## src/rtl/zynet_sequencer.sv

```systemverilog
// rtl/zynet_sequencer.sv - zyNet front-end frame sequencer
//
// Purpose: collects one input frame from an upstream valid/ready stream into a
// local buffer, then streams it contiguously into the network behind a
// one-cycle start pulse. It captures the network result vector and presents it
// downstream with valid/yumi. A watchdog bounds the network latency, and a
// counter tracks completed frames.
//
// Optional feature: define ZYNET_SEQ_ARGMAX_EN to add class_o. This output is
// the index of the largest signed result word, with ties going to the lowest
// index. It is registered together with data_o.
//
// Ports:
//   clk_i, reset_n_i     clock, asynchronous active-low reset
//   in_valid_i/in_ready_o/in_data_i   upstream sample stream
//   net_start_o, net_data_o           frame start pulse and sample stream to network
//   net_valid_i, net_data_i, net_yumi_o   network result vector and its acknowledge
//   valid_o, data_o, yumi_i           captured result to downstream
//   busy_o       high unless in LOAD with no samples collected
//   err_o        sticky watchdog error, cleared by clear_err_i
//   frame_count_o  completed downstream handshakes, wraps
//   class_o      (ZYNET_SEQ_ARGMAX_EN only) argmax of captured result

module zynet_sequencer #(
    parameter int WORD_SIZE      = 16,
    parameter int FRAME_LEN      = 32,
    parameter int NUM_OUTPUTS    = 5,
    parameter int TIMEOUT_CYCLES = 1024,
    parameter int CNT_WIDTH      = 16
) (
    input  logic                             clk_i,
    input  logic                             reset_n_i,
    input  logic                             in_valid_i,
    output logic                             in_ready_o,
    input  logic [WORD_SIZE-1:0]             in_data_i,
    output logic                             net_start_o,
    output logic [WORD_SIZE-1:0]             net_data_o,
    input  logic                             net_valid_i,
    input  logic [NUM_OUTPUTS*WORD_SIZE-1:0] net_data_i,
    output logic                             net_yumi_o,
    output logic                             valid_o,
    output logic [NUM_OUTPUTS*WORD_SIZE-1:0] data_o,
    input  logic                             yumi_i,
    output logic                             busy_o,
    output logic                             err_o,
    input  logic                             clear_err_i,
    output logic [CNT_WIDTH-1:0]             frame_count_o
`ifdef ZYNET_SEQ_ARGMAX_EN
    ,
    output logic [$clog2(NUM_OUTPUTS)-1:0]   class_o
`endif
);

    localparam int IDX_W = (FRAME_LEN > 1) ? $clog2(FRAME_LEN) : 1;
    localparam int WD_W  = (TIMEOUT_CYCLES > 1) ? $clog2(TIMEOUT_CYCLES) : 1;
    localparam logic [IDX_W-1:0] LAST_IDX = IDX_W'(FRAME_LEN - 1);
    localparam logic [WD_W-1:0]  LAST_WD  = WD_W'(TIMEOUT_CYCLES - 1);

    typedef enum logic [2:0] {
        ST_LOAD,
        ST_STREAM,
        ST_WAIT,
        ST_HOLD,
        ST_ERR
    } state_t;

    state_t                           state_q, state_d;
    logic [IDX_W-1:0]                 cnt_q, cnt_d;
    logic [WD_W-1:0]                  wdog_q, wdog_d;
    logic [WORD_SIZE-1:0]             buf_q [FRAME_LEN];
    logic [WORD_SIZE-1:0]             buf_d [FRAME_LEN];
    logic                             in_ready_q, in_ready_d;
    logic                             net_start_q, net_start_d;
    logic [WORD_SIZE-1:0]             net_data_q, net_data_d;
    logic                             valid_q, valid_d;
    logic [NUM_OUTPUTS*WORD_SIZE-1:0] data_q, data_d;
    logic                             err_q, err_d;
    logic [CNT_WIDTH-1:0]             frame_cnt_q, frame_cnt_d;
    logic [IDX_W-1:0]                 cnt_inc;
    logic                             accept;

    assign cnt_inc = cnt_q + 1'b1;
    // in_ready_q is only ever set for LOAD, so this qualifies the handshake
    // exactly as the upstream side sees it.
    assign accept  = in_valid_i & in_ready_q & (state_q == ST_LOAD);

`ifdef ZYNET_SEQ_ARGMAX_EN
    localparam int CLS_W = $clog2(NUM_OUTPUTS);

    logic [CLS_W-1:0]            class_q, class_d;
    logic [CLS_W-1:0]            best_idx;
    logic signed [WORD_SIZE-1:0] best_val;

    // Strict greater-than keeps the earliest index on ties.
    always_comb begin
        best_idx = '0;
        best_val = $signed(net_data_i[WORD_SIZE-1:0]);
        for (int i = 1; i < NUM_OUTPUTS; i++) begin
            if ($signed(net_data_i[i*WORD_SIZE +: WORD_SIZE]) > best_val) begin
                best_val = $signed(net_data_i[i*WORD_SIZE +: WORD_SIZE]);
                best_idx = CLS_W'(i);
            end
        end
    end

    always_comb begin
        class_d = class_q;
        if (state_q == ST_WAIT && net_valid_i) begin
            class_d = best_idx;
        end
    end

    always_ff @(posedge clk_i or negedge reset_n_i) begin
        if (!reset_n_i) begin
            class_q <= '0;
        end else begin
            class_q <= class_d;
        end
    end

    assign class_o = class_q;
`endif

    always_comb begin
        state_d     = state_q;
        cnt_d       = cnt_q;
        wdog_d      = wdog_q;
        buf_d       = buf_q;
        net_start_d = 1'b0;
        net_data_d  = '0;
        data_d      = data_q;
        err_d       = err_q;
        frame_cnt_d = frame_cnt_q;

        case (state_q)
            ST_LOAD: begin
                if (accept) begin
                    buf_d[cnt_q] = in_data_i;
                    if (cnt_q == LAST_IDX) begin
                        // buffer[0] was written on an earlier beat (FRAME_LEN >= 2),
                        // so the first STREAM word can be registered right now.
                        state_d     = ST_STREAM;
                        cnt_d       = '0;
                        net_start_d = 1'b1;
                        net_data_d  = buf_q[0];
                    end else begin
                        cnt_d = cnt_inc;
                    end
                end
            end
            ST_STREAM: begin
                // cnt_q is the index currently on net_data_o.
                if (cnt_q == LAST_IDX) begin
                    state_d = ST_WAIT;
                    cnt_d   = '0;
                    wdog_d  = '0;
                end else begin
                    cnt_d      = cnt_inc;
                    net_data_d = buf_q[cnt_inc];
                end
            end
            ST_WAIT: begin
                if (net_valid_i) begin
                    data_d  = net_data_i;
                    state_d = ST_HOLD;
                end else if (wdog_q == LAST_WD) begin
                    err_d   = 1'b1;
                    state_d = ST_ERR;
                end else begin
                    wdog_d = wdog_q + 1'b1;
                end
            end
            ST_HOLD: begin
                if (yumi_i) begin
                    frame_cnt_d = frame_cnt_q + 1'b1;
                    state_d     = ST_LOAD;
                end
            end
            ST_ERR: begin
                if (clear_err_i) begin
                    err_d   = 1'b0;
                    cnt_d   = '0;
                    state_d = ST_LOAD;
                end
            end
            default: begin
                state_d = ST_LOAD;
                cnt_d   = '0;
            end
        endcase

        // Handshake outputs follow the state being entered, so they change
        // on the same edge as the state itself.
        in_ready_d = (state_d == ST_LOAD);
        valid_d    = (state_d == ST_HOLD);
    end

    always_ff @(posedge clk_i or negedge reset_n_i) begin
        if (!reset_n_i) begin
            state_q     <= ST_LOAD;
            cnt_q       <= '0;
            wdog_q      <= '0;
            in_ready_q  <= 1'b0;
            net_start_q <= 1'b0;
            net_data_q  <= '0;
            valid_q     <= 1'b0;
            data_q      <= '0;
            err_q       <= 1'b0;
            frame_cnt_q <= '0;
        end else begin
            state_q     <= state_d;
            cnt_q       <= cnt_d;
            wdog_q      <= wdog_d;
            in_ready_q  <= in_ready_d;
            net_start_q <= net_start_d;
            net_data_q  <= net_data_d;
            valid_q     <= valid_d;
            data_q      <= data_d;
            err_q       <= err_d;
            frame_cnt_q <= frame_cnt_d;
        end
    end

    // The buffer needs no reset: a reset clears cnt_q, so stale words are
    // always overwritten before they can be streamed.
    always_ff @(posedge clk_i) begin
        buf_q <= buf_d;
    end

    // Acknowledge is combinational so the network sees it in the valid cycle.
    // In ERR, results are acknowledged and dropped so the network can drain.
    assign net_yumi_o    = net_valid_i & ((state_q == ST_WAIT) | (state_q == ST_ERR));
    assign in_ready_o    = in_ready_q;
    assign net_start_o   = net_start_q;
    assign net_data_o    = net_data_q;
    assign valid_o       = valid_q;
    assign data_o        = data_q;
    assign err_o         = err_q;
    assign frame_count_o = frame_cnt_q;
    assign busy_o        = !((state_q == ST_LOAD) && (cnt_q == '0));

endmodule

```

## config.mk

```make
export PLATFORM = sky130hd
export DESIGN_NAME = zynet_sequencer
export DESIGN_NICKNAME = d
export VERILOG_FILES = /design/src/rtl/zynet_sequencer.sv
export SDC_FILE = /design/constraint.sdc
export NUM_CORES = 1
export LEC_CHECK = 0
export CAP_MARGIN = 0
export CORE_ASPECT_RATIO = 1.2
export CORE_MARGIN = 2
export CORE_UTILIZATION = 25
export CTS_CLUSTER_SIZE = 14
export DETAILED_ROUTE_END_ITERATION = 8
export SLEW_MARGIN = 5
export SYNTH_ARGS = -nofsm -noshare
export SYNTH_HDL_FRONTEND = slang
export SYNTH_SLANG_ARGS = --single-unit
```

## constraint.sdc

```tcl
create_clock -name clk_i -period 5.92 [get_ports clk_i]
set_input_delay 1.184 -clock clk_i [delete_from_list [all_inputs] [get_ports clk_i]]
set_output_delay 1.184 -clock clk_i [all_outputs]
set_load 0.005 [all_outputs]
```

Word-level counts from Yosys, hierarchy flattened. Cells that the tools add are included.

Register bits after elaboration: 646. Output and inout bits: 118. Logic and storage cells: 116. Input port bits: 102.

$add $sub $neg: 3. Bitwise operators: 7. Multiplexer cells: 33. Equal/unequal tests: 13. Order comparisons: 3. Reductions and logical operators: 15.

Operators by type and width (count): $bwmux W512 (1); $mux W16 (6); $bmux W16 S5 (1); $demux W16 S5 (1); $pmux W16 S2 (1); $mux W10 (3); $mux W3 (7); $pmux W10 S2 (1); $pmux W5 S4 (1); $add A16 B1 Y16 const B (1); $mux W5 (3); $pmux W3 S5 (1); $ge A6 B6 Y1 const B (2); $ne A2 B2 Y1 const B (6); $not A5 Y6 (2); $add A10 B1 Y10 const B (1); $eq A10 B10 Y1 const B (1); $eq A3 B2 Y1 const B (3); $reduce_and A4 Y1 (2); $logic_not A3 Y1 (2); $lt A6 B1 Y1 const B (1); $mux W1 (6); $reduce_and A2 Y1 (3); $add A5 B1 Y5 const B (1); 13 further kinds (17).

Depth between registers and ports, before layout.
Depth in word-level cells: 7. Gate-level depth with buffers: 16. Depth with buffers taken out: 8.

Least setup slack after synthesis. Ideal clock, no wire load.

Path type: reg2reg. Start: register cnt_q[0]. End: register net_data_q[5] (netlist: net_data_o[5]). Period minus slack after synthesis: 3.252 ns. Arrival time: 3.126 ns. Buffers on the path: 7. Cell stages (with the launch flop): 13. Required time: 5.794 ns. Path slack: 2.668 ns. Library setup time: 0.126 ns. Cell sequence: dfrtp_1 -> buf_2 -> buf_6 -> buf_6 -> buf_4 -> buf_4 -> inv_1 -> ha_1 -> clkbuf_1 -> buf_1 -> mux4_2 -> mux4_2 -> a221o_1.

Longest elaborated chain between the ends: 7. Elaborated cells between the ends (all ways): 10. Those cells by class: 1 x add/sub; 1 x eq/ne; 7 x mux; 1 x bitwise.

RTL lines: from (decl) (line 68) `logic [IDX_W-1:0] cnt_q, cnt_d;`; from (signal assigned) (line 212) `cnt_q <= cnt_d;`; $add A5 B1 Y5 (line 82) `assign cnt_inc = cnt_q + 1'b1;`; $not A5 Y6 (implied by the code) (line 159) `net_data_d = buf_q[cnt_inc];`; $bmux W16 S5 (line 159); $mux W16 (implied by the code) (2 in series) (line 159); $mux W16 (line 153) `if (cnt_q == LAST_IDX) begin`; $pmux W16 S2 (*) (line 135) `case (state_q)`; named net net_data_d[5] (line 74) `logic [WORD_SIZE-1:0] net_data_q, net_data_d;`; to (signal assigned) (line 216) `net_data_q <= net_data_d;`; to (decl) (line 74).

Mark *: on every way through the listed nets, which the timed path passes. The rest lies on a longest branch. The select of a mux whose other input is x is not followed. A chain may end at the register's enable or synchronous reset.

Final worst setup path.
Start: register cnt_q[0]. End: output busy_o.

Longest elaborated chain between the ends: 3.

RTL lines: $logic_not A5 Y1 (line 240) `assign busy_o = !((state_q == ST_LOAD) && (cnt_q == '0));`; $logic_and A1 B1 Y1 (line 240); $logic_not A1 Y1 (line 240); to (decl) (line 44) `output logic busy_o,`.

Every way passes these cells.

==> summary.md <==
| Metric | Value |
|---|---|
| Status | finished, final reports clean |
| CTS Hold Buffers Added | 0 |
| CTS tree | done |
| Worst Path Class, Setup | register to primary output |
| Critical path arrival | about 2800 ps |
| Rel. slew slack | 19.2% |
| Most common library cells after synthesis | edfxtp_1, dfrtp_1, mux4_2, nand2_1, mux2_2 |
| Synth Register Bits | between 600 and 700 |
| Fraction of registers with async set/reset | approximately a fifth |
| Mapped Area | 25,200 sq um |
| All-Layer GR Usage | 11.8% |
| Dpl cell area | around 29,000 sq um |
| Remaining antenna violation count | 0 |
| Most frequent cell after synthesis | edfxtp_1 |
| Pwr Total | 13.9 mW |
| Share of layout cells above drive strength 1 | roughly 23% |
| Initial Utilization | 25.2% |
| Num CTS Buffers | 61 |
| Routed WL | 62.3 mm |
| P_leak | 10.4 nW |
| Dominant cells by area after synthesis | edfxtp_1, dfrtp_1, mux4_2 |
| GP Congestion | 0.792 |
| Iter 0 DRT Violations | 1,070 |
| Die height | roughly 350 um |
| WL per Instance | 21.3 um |
| Max VDD drop | ~410 uV |
| Worst path required time | 4740 ps |
| HP Class | register to register |
| Port buffer count | approximately 220 |
| Pwr dens | 445 nW/um^2 |
| Endpoints failing setup | 0 |
| Layout Nets | roughly 1,700 |
| Post-synthesis cell count | between 1,000 and 1,500 |
| I/O pin cnt | 220 |
| Distinct cell type count of the synthesized netlist | 52 |
| Hold Slack | ~480 ps |
| Core ar. | 99,900 sq um |
| DP HPWL | 39.6 mm |
| Clk_lat worst skew | 660 ps |
| H-tree levels | 2 |
| Remaining DRCs | 0 |
| Setup Total Neg Slack | 0 ps |
| Setup repair after global routing missed its margin | false |
| Fin crit share | 66.9% |
| Design area | 31,200 sq um |
| Fin. Hold Viols | 0 |
| Post-cts resize count | 0 |
| Critical path capture point type | primary output |
| Die ar. | 103,000 sq um |
| Crit Path Max Fanout | 30 |
| Syn Area/Cell | 19.2 sq um |
| Share of the yosys chip area belonging to registers | 74.4% |
| Pin count of the biggest net entering global routing | 80 |
| Num rows | roughly 130 |
| First drt pass iteration count | 5 |
| Mapped Nets | 1,418 |
| Worst slew pin tran | 1200 ps |
| Initial antenna violation count | 4 |
| Clock Path Buffers | 3 |
| Non-filler cells, final | 2,921 |
| Max Transition Viols Final | 0 |
| Vias in the first global route | 13,500 |
| EDFF count, synth | 512 |
| Achievable Freq | roughly 250 MHz |
| Post-Place Cells | 2,802 |
| Post-CTS Setup Repair Bufs | 0 |
| Clock skew | 38.5 ps |
| Yosys top cell area share | just over 60% |
| First-pass GRT wire length | just over 90 mm |
| Ys Warns | 0 |
| Max-cap viol count | 0 |
| Clk sinks | 646 |
| Via density | 4.51 |
| Grt total ovfl | 0 |
| Chip Width | 294 um |
| Root Driver | clkbuf_16 |
| Routed via count | around 13,000 |
| Fillers | 9,563 |
| Worst-path clk slew | 60 ps |
| Final min period | just under 4000 ps |
| Most used DFF post-synth | edfxtp_1 |
| Area growth from synthesis to final layout | 23.8% |
| Critical Path Source Type | register |
| Cell taking the most area after synthesis | edfxtp_1 |
## metrics by stage
stage | util [%] | setup slack, ps
after detailed placement | 29.1 | 1490
after floorplan | - | 2670
final | 31.2 | 1960
after global routing | 31.2 | 1770
after global placement | 29.1 | 1510
after CTS | 31.2 | 1860
## cells by family after synthesis
kind of cell	Yosys count	share of synthesized area [%]
flops	646	74.4
fa+ha+maj	7	0.348
simple gates	244	4.43
xor+xnor	27	1.01
buf+inv	72	1.43
compound gates	75	2.26
mux	238	16.1
## worst max-delay path, cell delays in order, from the launching register on
cell	delay [ps]
dfrtp_4	840
inv_1	220
ha_4	230
nand4bb_1	210
clkdlybuf4s50_1	610
## state kept, by name, summed over array words and instances (netlist names)
name and count:
buf_q 512, data_o 80, frame_count_o 16, net_data_o 16, wdog_q 10, cnt_q 5
state_q 3, err_o 1, in_ready_o 1, net_start_o 1, valid_o 1
## routing by layer
metal  GRT usage, %  vias up  wire [um]
met3           2.59       80       4790
met5              0        -         24
met2           19.7      516      29600
met4           3.21        4       1270
li1               -     5751          -
met1           15.7     6825      26600
## where the power goes
part           internal, mW  switching (mW)
clock                  2.29            1.70
combinational          2.19            1.98
sequential             5.33           0.364
## worst paths after layout
check / cells past startpoint / startpoint / slack (ps) / end
max: 4 / cnt_q[0]$_DFFE_PN0P_ / 1960 / busy_o
min: 1 / frame_count_o[15]$_DFFE_PN0P_ / 480 / frame_count_o[15]$_DFFE_PN0P_
max reg2reg: 8 / cnt_q[0]$_DFFE_PN0P_ / 2090 / net_data_o[15]$_DFF_PN0_
min reg2reg: 1 / frame_count_o[15]$_DFFE_PN0P_ / 480 / frame_count_o[15]$_DFFE_PN0P_
max in group asynchronous: 2 / reset_n_i / 4060 / data_o[58]$_DFFE_PN0P_
min in group asynchronous: 1 / reset_n_i / 570 / data_o[70]$_DFFE_PN0P_
## layout make-up
cell class                 count  area, sq um  share of cell area, %
multi-input combinational    591         6140                   19.7
tap                         1290         1610                   5.18
antenna                        3         7.51                 0.0241
timing repair buffer         268         2590                   8.30
sequential                   646        18700                   60.1
clock buffer                  77         1660                   5.32
inverter                       7         26.3                 0.0843
clock inverter                39          397                   1.27
## cells in the final DEF (no fill, tap or decap), types with 4 or more instances in the layout
cell | synthesis | final
edfxtp_1 | 512 | 512
clkdlybuf4s50_1 | 0 | 218
dfrtp_1 | 134 | 133
mux4_2 | 126 | 126
nand2_1 | 105 | 105
mux2_2 | 82 | 82
clkbuf_16 | 0 | 62
nor2_1 | 59 | 49
buf_4 | 7 | 47
mux2i_1 | 30 | 30
nand3_1 | 20 | 20
xnor2_1 | 17 | 16
a22oi_1 | 16 | 16
clkinv_2 | 0 | 13
a21oi_1 | 12 | 12
clkinv_1 | 0 | 12
a22o_1 | 11 | 11
a221o_1 | 10 | 10
nand4_1 | 10 | 10
clkbuf_1 | 22 | 10
nor2_2 | 0 | 9
xor2_1 | 9 | 9
and3_1 | 8 | 8
nor3_1 | 8 | 8
inv_1 | 7 | 7
bufinv_16 | 0 | 7
ha_1 | 7 | 6
nor4_1 | 5 | 5
o21ai_0 | 5 | 5
clkbuf_8 | 0 | 5
or3_1 | 4 | 4
and2_1 | 4 | 4
nand3b_1 | 4 | 4
Note: power is estimated with default switching activity, not from simulation.
